--- config.mk ---
export PLATFORM = sky130hd
export DESIGN_NAME = wb_arbiter
export DESIGN_NICKNAME = d
export VERILOG_FILES = /design/src/rtl/wb_arbiter.sv
export SDC_FILE = /design/constraint.sdc
export NUM_CORES = 1
export LEC_CHECK = 0
export BUFFER_PORTS_ARGS = -buffer_cell sky130_fd_sc_hd__buf_2
export CAP_MARGIN = 20
export CORE_AREA = 4 4 157 159
export DETAILED_ROUTE_END_ITERATION = 6
export DIE_AREA = 0 0 161 163
export GPL_TIMING_DRIVEN = 0
export SYNTH_ARGS = -nofsm -noshare
export SYNTH_HDL_FRONTEND = slang
export SYNTH_SLANG_ARGS = --single-unit
--- constraint.sdc ---
create_clock -name CLK -period 8.11 [get_ports CLK]
set_input_delay 0.4055 -clock CLK [delete_from_list [all_inputs] [get_ports CLK]]
set_output_delay 0.4055 -clock CLK [all_outputs]
set_load 0.03 [all_outputs]
--- src/rtl/wb_arbiter.sv ---
// Writeback arbiter for the RV64IM core: picks one of LD/MD/ALU results per
// cycle, drives the register file write port, and keeps a pending-write
// scoreboard for long-latency ops so decode can stall on RAW/WAW hazards.
module wb_arbiter #(
    parameter int unsigned XLEN         = 64,
    parameter int unsigned STARVE_LIMIT = 4
) (
    input  logic            CLK,
    input  logic            RESET,
    input  logic            LD_VALID,
    output logic            LD_READY,
    input  logic [4:0]      LD_RD,
    input  logic [XLEN-1:0] LD_DATA,
    input  logic            MD_VALID,
    output logic            MD_READY,
    input  logic [4:0]      MD_RD,
    input  logic [XLEN-1:0] MD_DATA,
    input  logic            ALU_VALID,
    output logic            ALU_READY,
    input  logic [4:0]      ALU_RD,
    input  logic [XLEN-1:0] ALU_DATA,
    input  logic            ISSUE_VALID,
    input  logic [4:0]      ISSUE_RD,
    output logic            ISSUE_READY,
    input  logic [4:0]      QUERY_R1,
    input  logic [4:0]      QUERY_R2,
    output logic            BUSY_R1,
    output logic            BUSY_R2,
    output logic [4:0]      RD,
    output logic [XLEN-1:0] RD_DATA,
    output logic            WRITE_ENABLE,
    output logic [5:0]      PENDING_COUNT
);

    localparam logic [3:0] Limit = 4'(STARVE_LIMIT);

    typedef enum logic [1:0] {SrcNone, SrcLd, SrcMd, SrcAlu} src_e;

    src_e            grant;
    logic            md_promoted, alu_promoted;
    logic            accept, issue_accept;
    logic [4:0]      acc_rd;
    logic [XLEN-1:0] acc_data;
    logic [31:0]     set_mask, clr_mask;

    logic [3:0]      md_wait_q, md_wait_d;
    logic [3:0]      alu_wait_q, alu_wait_d;
    logic [31:0]     pending_q, pending_d;
    logic [5:0]      count_q, count_d;
    logic [4:0]      rd_q, rd_d;
    logic [XLEN-1:0] rd_data_q, rd_data_d;
    logic            we_q, we_d;

    // Grant selection: starved sources jump ahead of LD, MD first among them.
    always_comb begin
        grant        = SrcNone;
        md_promoted  = MD_VALID && (md_wait_q == Limit);
        alu_promoted = ALU_VALID && (alu_wait_q == Limit);
        if (!RESET) begin
            if (md_promoted)      grant = SrcMd;
            else if (alu_promoted) grant = SrcAlu;
            else if (LD_VALID)     grant = SrcLd;
            else if (MD_VALID)     grant = SrcMd;
            else if (ALU_VALID)    grant = SrcAlu;
        end
        LD_READY  = (grant == SrcLd);
        MD_READY  = (grant == SrcMd);
        ALU_READY = (grant == SrcAlu);
        accept    = (grant != SrcNone);
    end

    // Result mux and write-port next state.
    always_comb begin
        acc_rd   = '0;
        acc_data = '0;
        unique case (grant)
            SrcLd:  begin acc_rd = LD_RD;  acc_data = LD_DATA;  end
            SrcMd:  begin acc_rd = MD_RD;  acc_data = MD_DATA;  end
            SrcAlu: begin acc_rd = ALU_RD; acc_data = ALU_DATA; end
            default: ;
        endcase
        rd_d      = accept ? acc_rd : rd_q;
        rd_data_d = accept ? acc_data : rd_data_q;
        we_d      = accept && (acc_rd != 5'd0);
    end

    // Wait counters: count lost cycles while valid, saturating at the limit.
    always_comb begin
        md_wait_d  = '0;
        alu_wait_d = '0;
        if (MD_VALID && grant != SrcMd) begin
            md_wait_d = (md_wait_q == Limit) ? Limit : md_wait_q + 4'd1;
        end
        if (ALU_VALID && grant != SrcAlu) begin
            alu_wait_d = (alu_wait_q == Limit) ? Limit : alu_wait_q + 4'd1;
        end
    end

    // Scoreboard next state; a same-edge set overrides a clear.
    always_comb begin
        ISSUE_READY  = !RESET && !pending_q[ISSUE_RD];
        issue_accept = ISSUE_VALID && ISSUE_READY;
        set_mask     = '0;
        clr_mask     = '0;
        if (issue_accept) set_mask[ISSUE_RD] = 1'b1;
        if (grant == SrcLd || grant == SrcMd) clr_mask[acc_rd] = 1'b1;
        pending_d    = ((pending_q & ~clr_mask) | set_mask) & ~32'h1;
        count_d      = '0;
        for (int i = 0; i < 32; i++) begin
            count_d = count_d + 6'(pending_d[i]);
        end
    end

    // State registers with synchronous reset.
    always_ff @(posedge CLK) begin
        if (RESET) begin
            md_wait_q  <= '0;
            alu_wait_q <= '0;
            pending_q  <= '0;
            count_q    <= '0;
            rd_q       <= '0;
            rd_data_q  <= '0;
            we_q       <= 1'b0;
        end else begin
            md_wait_q  <= md_wait_d;
            alu_wait_q <= alu_wait_d;
            pending_q  <= pending_d;
            count_q    <= count_d;
            rd_q       <= rd_d;
            rd_data_q  <= rd_data_d;
            we_q       <= we_d;
        end
    end

    assign BUSY_R1       = pending_q[QUERY_R1];
    assign BUSY_R2       = pending_q[QUERY_R2];
    assign RD            = rd_q;
    assign RD_DATA       = rd_data_q;
    assign WRITE_ENABLE  = we_q;
    assign PENDING_COUNT = count_q;

endmodule

==> flow_summary.ini <==
[run_status]
status = finished clean

[floorplanning]
io-pin-count = 310
initial_core_util = 0.295
die_w_um = 161
rows = 56
dieArea_mm2 = 0.0262
die_h_um = 163
core-area_mm2 = 0.0233

[hold_path]
hp-class = input port to flip-flop

[job]
maxCapViolations = 0

[global_routing]
grt_pass1_wl_um = 46900
gr-total-overflow = 0
antenna_found_initial = 8
grt_max_degree = 17
grt_usage = 0.235
grt_pass1_vias = 7825

[yosys]
synth_area_leader_cell = dfxtp_1
syn_area_mm2 = 0.00687
synth-seq-cells = 115
ys.flop_type = dfxtp_1
yosysTopAreaCellShare = 0.335
netlist_instances = 808
synth_edf_count = 0
async_flop_share = 0
synth-seq-area-share = 0.335
synthTopCellsByArea = dfxtp_1 33%, a222oi_1 10%, nor2_1 9.1%, fa_1 6.7%, mux4_2 6.6%
synth_cell_types = 51
syn_avg_cell_area_um2 = 8.51
syn_nets = 1074
ys_warn_count = 0

[clock_tree]
cts_tree = built
cts-root-buf = clkbuf_16
clkSinkCount = 115
cts_htree_levels = 4
cts.path.max_buffers = 2
cts_buffers = 17
insertion_delay_ns = 0.42
clkTransAtPathRegs_ns = 0.06

[power]
powerDensity_mw_per_mm2 = 180
vdd_drop_max_uv = 128
power.leakage_uw = 0.00428

[route]
vias = 8031
wl_per_cell_um = 21.7
drt-pass1-iter-count = 7
wl_met2_um = 15900
met1_length_um = 12000
maxUsedRoutingLayer = met5
wl_um = 32000
remaining_drc_errors = 0
wl_met3_um = 2640
drt_iter0_drc = 863
vias_per_cell = 5.45
ant_nets = 0

[sta]
tightest_slew_ns = 1.24
fin_worst_skew_ns = 0.0117
setup_viol = 0
maxSlewViolCount = 0
timing.final.crit_share = 0.959
fin_crit_ns = 7.77
fmax_mhz = 129
layout_setup_ws_ns = 0.336
hold_viol_final = 0
timing.slew.headroom = 0.168

[setup_path]
path_max_fanout = 8
critPathRequiredTime_ns = 8.38
startpoint_type = flip-flop
setup.worst_path.end_class = flip-flop
cpPeakStageDelay_ns = 0.59
slowest_stage = or4_1
worstPathArrival_ns = 8.04
path_common_cell = fa_1
critical_path_class = flip-flop to flip-flop

[finish]
drive_gt1_frac = 0.342
nets = 1404
area_delta_synth_final_pct = 37.8
fillers = 2484
final_common_cell = buf_2
final_cell_mix = 313 x buf_2, 166 x nor2_1, 115 x dfxtp_1, 80 x a21oi_1, 69 x a222oi_1
fin_cells = 1474
final_util = 0.407

[placed_design]
pre_cts_ws_ns = -0.907
portBuffers = 303
numPlacedInstances = 1430
gp_congestion = 0.958
place_hpwl_um = 25900
-- layout make-up --
type | instances | area [µm²] | area share
buffer | 66 | 264 | 0.0279
timing repair buffer | 312 | 1580 | 0.167
sequential | 115 | 2300 | 0.243
inverter | 35 | 131 | 0.0139
antenna | 4 | 10.0 | 0.00106
multi-input combinational | 591 | 4210 | 0.445
clock inverter | 14 | 129 | 0.0136
tap | 319 | 399 | 0.0421
clock buffer | 18 | 439 | 0.0464
-- metal layers --
metal | track usage | up-vias
met4 | 0.115 | 6
li1 | - | 3683
met2 | 0.403 | 437
met3 | 0.0559 | 79
met1 | 0.277 | 3826
met5 | 0 | -
-- report_power, final --
group	leakage (µW)	internal, µW	switching [µW]
clock network	0.000273	432	294
registers	0.000934	589	14.0
logic	0.00307	137	238
-- state kept, by name, summed over array words and instances (netlist names) --
| signal | count |
|---|---|
| RD_DATA | 64 |
| pending_q | 31 |
| PENDING_COUNT | 6 |
| RD | 5 |
| alu_wait_q | 4 |
| md_wait_q | 4 |
| WRITE_ENABLE | 1 |
-- cell families after synthesis --
| kind of cell | after synthesis | share of synthesized area |
|---|---|---|
| AND/OR/NAND/NOR | 264 | 0.167 |
| AO/OA/AOI/OAI | 249 | 0.252 |
| flip-flops | 115 | 0.335 |
| buffers and inverters | 102 | 0.0577 |
| adder cells (fa/ha/maj) | 38 | 0.0943 |
| multiplexers | 35 | 0.0877 |
| XOR/XNOR | 5 | 0.00637 |
-- worst max-delay path, delay by kind of cell (launching register included) --
family / cells / cell delay (ns)
simple gates: 5 / 1.25
xor+xnor: 1 / 0.17
fa+ha+maj: 10 / 4.31
buf+inv: 7 / 0.68
compound gates: 5 / 0.85
flops: 1 / 0.37
-- final timing paths --
| check | start | end | slack, ns | depth (start not counted) |
|---|---|---|---|---|
| max | md_wait_q[0] | PENDING_COUNT[4] | 0.34 | 28 |
| min | MD_VALID | md_wait_q[2] | 0.27 | 3 |
| max reg2reg | md_wait_q[0] | PENDING_COUNT[4] | 0.34 | 28 |
| min reg2reg | alu_wait_q[0] | alu_wait_q[0] | 0.46 | 1 |
-- metrics by stage --
stage / hold slack [ns] / cell area, µm² / setup TNS [ns] / power, µW
5_1_grt: 0.279 / 9470 / -0.0121 / 1770
3_5_place_dp: 0.450 / 8790 / -3.04 / 980
6_report: 0.266 / 9470 / 0 / 1700
2_1_floorplan: 0.430 / 6870 / 0 / 825
4_1_cts: 0.250 / 9410 / 0 / 1710
3_3_place_gp: 0.448 / 8790 / -3.25 / 978
-- timing repair --
item | in CTS | in global routing
resized for setup | 1 | 16
hold buffers | 0 | 0
endpoints found under the setup margin | 5 | 2
buffers inserted | 7 | 2
pin swaps | 5 | 3
-- cell usage after synthesis, types with 7 or more instances --
master and number:
dfxtp_1 115, a222oi_1 69, nand3_1 15, a21oi_1 82, o21a_1 11, mux4_2 20
buf_1 7, mux2i_1 13, nand2_1 34, nor2_1 166, ha_1 15, nand4_1 9
o22ai_1 24, o21ai_1 7, clkbuf_1 49, fa_1 23, inv_1 34, buf_2 11
nand3b_1 7, o21ai_0 38, nor2b_1 8
Note: power is estimated with default switching activity, not from simulation.
